File: src/rtl/memory_stage.sv
// Pipeline M stage: word loads/stores over a req/ack bus, M/W register,
// misalignment and bus-timeout error reporting.
module memory_stage #(
  parameter int WIDTH    = 32,
  parameter int REG_ADDR = 5,
  parameter int TIMEOUT  = 255
) (
  input  logic                clk,
  input  logic                reset,
  input  logic                validM,
  input  logic [WIDTH-1:0]    ALUResultM,
  input  logic [WIDTH-1:0]    writeDataM,
  input  logic [WIDTH-1:0]    pcM,
  input  logic [REG_ADDR-1:0] writeRegM,
  input  logic                regWriteM,
  input  logic                memWriteM,
  input  logic                mem2regM,
  output logic                stallM,
  output logic                dreq,
  output logic                dwe,
  output logic [WIDTH-1:0]    daddr,
  output logic [WIDTH-1:0]    dwdata,
  input  logic                dack,
  input  logic [WIDTH-1:0]    drdata,
  output logic [WIDTH-1:0]    resultW,
  output logic [WIDTH-1:0]    pcW,
  output logic [REG_ADDR-1:0] writeRegW,
  output logic                regWriteW,
  output logic                validW,
  output logic                errW
);

  localparam logic [0:0] S_IDLE = 1'b0;
  localparam logic [0:0] S_BUS  = 1'b1;
  localparam logic [15:0] CNT_LAST = 16'(TIMEOUT - 1);

  logic [0:0]          state_q, state_d;
  logic [15:0]         cnt_q, cnt_d;
  logic                dreq_q, dreq_d;
  logic                dwe_q, dwe_d;
  logic [WIDTH-1:0]    daddr_q, daddr_d;
  logic [WIDTH-1:0]    dwdata_q, dwdata_d;
  // Copy of the memory op's writeback info, held while the bus is busy
  logic [WIDTH-1:0]    lpc_q, lpc_d;
  logic [REG_ADDR-1:0] lwreg_q, lwreg_d;
  logic                lrw_q, lrw_d;
  logic                lload_q, lload_d;
  // M/W pipeline register
  logic [WIDTH-1:0]    result_w_q, result_w_d;
  logic [WIDTH-1:0]    pc_w_q, pc_w_d;
  logic [REG_ADDR-1:0] wreg_w_q, wreg_w_d;
  logic                rw_w_q, rw_w_d;
  logic                valid_w_q, valid_w_d;
  logic                err_w_q, err_w_d;
  logic                stall;

  logic mem_op, misaligned;
  assign mem_op     = validM & (memWriteM | mem2regM);
  assign misaligned = ALUResultM[1:0] != 2'b00;

  // Next-state, bus and W-slot decode; W defaults to a bubble every cycle
  always_comb begin
    state_d    = state_q;
    cnt_d      = cnt_q;
    dreq_d     = dreq_q;
    dwe_d      = dwe_q;
    daddr_d    = daddr_q;
    dwdata_d   = dwdata_q;
    lpc_d      = lpc_q;
    lwreg_d    = lwreg_q;
    lrw_d      = lrw_q;
    lload_d    = lload_q;
    result_w_d = '0;
    pc_w_d     = pc_w_q;
    wreg_w_d   = wreg_w_q;
    rw_w_d     = 1'b0;
    valid_w_d  = 1'b0;
    err_w_d    = 1'b0;
    stall      = 1'b0;
    case (state_q)
      S_IDLE: begin
        if (validM && !mem_op) begin
          result_w_d = ALUResultM;
          pc_w_d     = pcM;
          wreg_w_d   = writeRegM;
          rw_w_d     = regWriteM;
          valid_w_d  = 1'b1;
        end else if (mem_op && misaligned) begin
          pc_w_d    = pcM;
          wreg_w_d  = writeRegM;
          valid_w_d = 1'b1;
          err_w_d   = 1'b1;
        end else if (mem_op) begin
          stall    = 1'b1;
          dreq_d   = 1'b1;
          dwe_d    = memWriteM;
          daddr_d  = ALUResultM;
          dwdata_d = writeDataM;
          lpc_d    = pcM;
          lwreg_d  = writeRegM;
          lrw_d    = regWriteM;
          lload_d  = mem2regM;
          cnt_d    = '0;
          state_d  = S_BUS;
        end
      end
      default: begin
        // dack takes priority over the timeout on the same cycle
        if (dack) begin
          dreq_d     = 1'b0;
          state_d    = S_IDLE;
          result_w_d = lload_q ? drdata : '0;
          pc_w_d     = lpc_q;
          wreg_w_d   = lwreg_q;
          rw_w_d     = lrw_q & lload_q;
          valid_w_d  = 1'b1;
        end else if (cnt_q == CNT_LAST) begin
          dreq_d    = 1'b0;
          state_d   = S_IDLE;
          pc_w_d    = lpc_q;
          wreg_w_d  = lwreg_q;
          valid_w_d = 1'b1;
          err_w_d   = 1'b1;
        end else begin
          stall = 1'b1;
          cnt_d = cnt_q + 16'd1;
        end
      end
    endcase
  end

  // State registers with synchronous reset
  always_ff @(posedge clk) begin
    if (reset) begin
      state_q    <= S_IDLE;
      cnt_q      <= '0;
      dreq_q     <= 1'b0;
      dwe_q      <= 1'b0;
      daddr_q    <= '0;
      dwdata_q   <= '0;
      lpc_q      <= '0;
      lwreg_q    <= '0;
      lrw_q      <= 1'b0;
      lload_q    <= 1'b0;
      result_w_q <= '0;
      pc_w_q     <= '0;
      wreg_w_q   <= '0;
      rw_w_q     <= 1'b0;
      valid_w_q  <= 1'b0;
      err_w_q    <= 1'b0;
    end else begin
      state_q    <= state_d;
      cnt_q      <= cnt_d;
      dreq_q     <= dreq_d;
      dwe_q      <= dwe_d;
      daddr_q    <= daddr_d;
      dwdata_q   <= dwdata_d;
      lpc_q      <= lpc_d;
      lwreg_q    <= lwreg_d;
      lrw_q      <= lrw_d;
      lload_q    <= lload_d;
      result_w_q <= result_w_d;
      pc_w_q     <= pc_w_d;
      wreg_w_q   <= wreg_w_d;
      rw_w_q     <= rw_w_d;
      valid_w_q  <= valid_w_d;
      err_w_q    <= err_w_d;
    end
  end

  assign stallM    = stall;
  assign dreq      = dreq_q;
  assign dwe       = dwe_q;
  assign daddr     = daddr_q;
  assign dwdata    = dwdata_q;
  assign resultW   = result_w_q;
  assign pcW       = pc_w_q;
  assign writeRegW = wreg_w_q;
  assign regWriteW = rw_w_q;
  assign validW    = valid_w_q;
  assign errW      = err_w_q;

endmodule

File: config.mk
export PLATFORM = sky130hd
export DESIGN_NAME = memory_stage
export DESIGN_NICKNAME = d
export VERILOG_FILES = /design/src/rtl/memory_stage.sv
export SDC_FILE = /design/constraint.sdc
export NUM_CORES = 1
export LEC_CHECK = 0
export CAP_MARGIN = 10
export CORE_MARGIN = 1.5
export CORE_UTILIZATION = 44
export CTS_BUF_LIST = sky130_fd_sc_hd__clkbuf_8 sky130_fd_sc_hd__clkbuf_16
export DETAILED_ROUTE_END_ITERATION = 8
export PLACE_DENSITY = 0.8
export SLEW_MARGIN = 20
export SYNTH_ARGS = -nofsm -noshare
export SYNTH_HDL_FRONTEND = slang
export SYNTH_SLANG_ARGS = --single-unit
File: constraint.sdc
create_clock -name clk -period 2.75 [get_ports clk]
set_input_delay 0.4125 -clock clk [delete_from_list [all_inputs] [get_ports clk]]
set_output_delay 0.4125 -clock clk [all_outputs]
set_load 0.05 [all_outputs]
==> results by group <==
Status
  • Status: finished clean

Routing
  • Vias/cell: around 5.3
  • Wire per inst: about 16 um
  • Final ANT Viol Nets: 0
  • First-pass DRT Iterations: 5
  • 1st-iter DRT viols: between 500 and 600
  • Drt drc: 0
  • WL final: ~21,000 um
  • Vias: just over 7,000

Final layout
  • Commonest non-fill, non-tap cell in the layout: clkdlybuf4s50_1
  • Filler cells: between 1,000 and 1,500
  • Final-stage net count: approximately 1,300
  • Storage element area: between 3000 and 4000 um^2
  • Layout cells sized above 1: under 10%
  • Area grow syn2layout: 48.57%
  • Final Cell Area: ~11,000 um^2
  • Commonest non-fill, non-tap cells in the layout: clkdlybuf4s50_1, nand2_1, dfxtp_1, a21oi_1, nor2_1
  • N_diodes: 0
  • Fin cells: 1,346
  • Multi-input logic area: approximately 3000 um^2

Synthesis
  • Yosys top cell by area: dfxtp_1
  • Netlist Area Pre-Place: between 7000 and 8000 um^2
  • Register area share after synthesis: 52.90%
  • Synth area leaders: dfxtp_1, nand2_1, a21oi_1
  • Area share of the largest cell type after synthesis: between 50% and 60%
  • Syn nets: 1,009
  • Ys flop type: dfxtp_1
  • Synth cell types: 38
  • Synth warn: 0
  • Gate Count Post-Synth: a little under 900
  • Avg Cell Area, Syn: around 8.5 um^2
  • Async SR Flop Fraction: 0%
  • Flops & latches, synth: just under 200
  • Number of flops mapped to enable cells by yosys: 0

Place
  • RD Place Congestion: 0.8898
  • Dpl cells: 1,312
  • Hpwl dp: ~14,000 um
  • # port buffers: roughly 280
  • Placed instance area: between 10,000 and 15,000 um^2
  • Pre-CTS setup slack: around 0.24 ns

GRT
  • Number of global-route vias before repair: ~6,700
  • Total GRT Usage: 23.79%
  • Total grt overflow: 0
  • Initial antenna violation count: 0
  • First-pass GRT wire length: approximately 34,000 um
  • Largest net degree at the start of global routing: ~110

STA
  • Final Critical Period: 2.657 ns
  • Slew headroom: 43.38%
  • Fin crit share: between 90% and 100%
  • Hold Worst Slack: 0.4531 ns
  • Fmax achieved: between 0.3 and 0.4 GHz
  • Clock skew: around 0.0064 ns
  • Total negative slack: 0 ns
  • Worst Slack Setup Final: slightly above 0.09 ns
  • Worst-Margin Slew: roughly 0.85 ns
  • Final-report hold violation count: 0
  • Final Max Tran Viols: 0
  • Setup violations, final: 0

Hold path
  • Worst min path class: reg -> reg

Power
  • Switching share of power: around 27%
  • Switching power: 1.720 mW
  • Leak Pwr: 3.806 nW
  • Pwr/cell area: around 600 nW/um^2
  • P_int: 4.645 mW
  • Register share of total power: between 40% and 50%
  • Peak VDD IR: roughly 0.44 mV
  • Combinational fraction of design power: between 10% and 20%
  • Clock power frac: a little over a third

Clock tree
  • Clock Sinks: between 150 and 200
  • CTS Hold Bufs: 0
  • Worst skew pair latency: approximately 0.42 ns
  • Root Buffer: clkbuf_16
  • CTS H-tree depth: 4
  • CTS Buf Count: 17
  • Reg clk slew, reported paths: 0.07 ns
  • Clock buffer depth: 2
  • CTS tree: done

Worst setup path
  • Crit path max fanout: 10
  • CP arrival: 2.24 ns
  • Critical Path Start Type: flip-flop
  • Critical Path End Type: primary output
  • CP Data Required Time: 2.34 ns
  • Kind of critical path: reg -> out

Run
  • Max cap viols: 0

Floorplanning
  • Num rows: 47
  • Core box area: around 16,000 um^2
  • I/O pin cnt: 279
  • Die height: 132.2 um
  • Die ar.: around 17,000 um^2
  • Chip Width: 132.2 um
  • Initial Utilization: approximately 45%
==> Yosys cell counts (4+ instances only) <==
cell type,count
nand2_1,215
a221oi_1,17
nand2b_1,5
o22ai_1,37
dfxtp_1,194
o21ai_0,10
buf_2,5
or4_1,4
nand3_1,11
a311oi_1,7
and3_1,5
a22oi_1,33
a21oi_1,115
clkbuf_1,60
inv_1,40
nor3_1,10
a221oi_2,20
nor2_1,49
==> power by group through the flow <==
stage / sequential [mW] / combinational (mW) / clock [mW]
CTS: 2.97 / 1.08 / 2.37
detailed placement: 3.03 / 1.08 / 0
global route: 2.98 / 1.14 / 2.48
finish: 2.97 / 1.08 / 2.32
floorplan: 3.33 / 0.295 / 0
global placement: 3.03 / 1.07 / 0
==> metrics by stage <==
step / total power, mW / util [%]
2_1_floorplan: 3.627 / -
5_1_grt: 6.602 / 66.25
6_report: 6.366 / 66.25
4_1_cts: 6.426 / 66.12
3_3_place_gp: 4.100 / 62.77
3_5_place_dp: 4.111 / 62.77
==> worst max-delay path: stages, from the launching register on <==
cell and delay [ns]:
dfxtp_1 0.36, or4b_4 0.56, nor4_4 0.29, buf_4 0.17, o21a_1 0.15, inv_2 0.12, buf_12 0.17
==> cell families after synthesis <==
kind of cell	synth area share, %
AND/OR/NAND/NOR	17.59
AO/OA/AOI/OAI	23.01
flip-flops	52.90
buffers and inverters	6.169
adder cells (fa/ha/maj)	0.3408
==> per-layer routing <==
layer	track usage (%)	routed length, um	vias to the layer above
li1	-	-	3488
met1	29.83	8898	3299
met2	37.87	9931	269
met3	7.958	1790	34
met4	9.341	517	0
met5	0	0	-
==> cell type report <==
class	count	area share (%)
sequential	194	35.62
multi-input combinational	561	27.75
timing repair buffer	297	27.61
clock buffer	19	4.152
tap	220	2.524
inverter	42	1.445
clock inverter	13	0.9062
==> repair_timing <==
action                                  CTS  global route
gates resized for setup                   0             2
endpoints found under the setup margin    0             1
buffers inserted                          0             2
==> flip-flops by register name (all words and copies together), names as in the netlist, 5 cells and up <==
| register | flops |
|---|---|
| lwreg_q | 5 |
| pcW | 32 |
| lpc_q | 32 |
| daddr | 32 |
| dwdata | 32 |
| writeRegW | 5 |
| cnt_q | 16 |
| resultW | 32 |
==> final timing paths <==
| check | from | to | slack, ns | cells after the start |
|---|---|---|---|---|
| max reg2reg | cnt_q[13] | cnt_q[12] | 0.40 | 6 |
| min | dwdata[16] | dwdata[16] | 0.45 | 2 |
| max | cnt_q[13] | stallM | 0.09 | 6 |
| min reg2reg | dwdata[16] | dwdata[16] | 0.45 | 2 |
No activity file was read; power rests on OpenSTA's default activity.
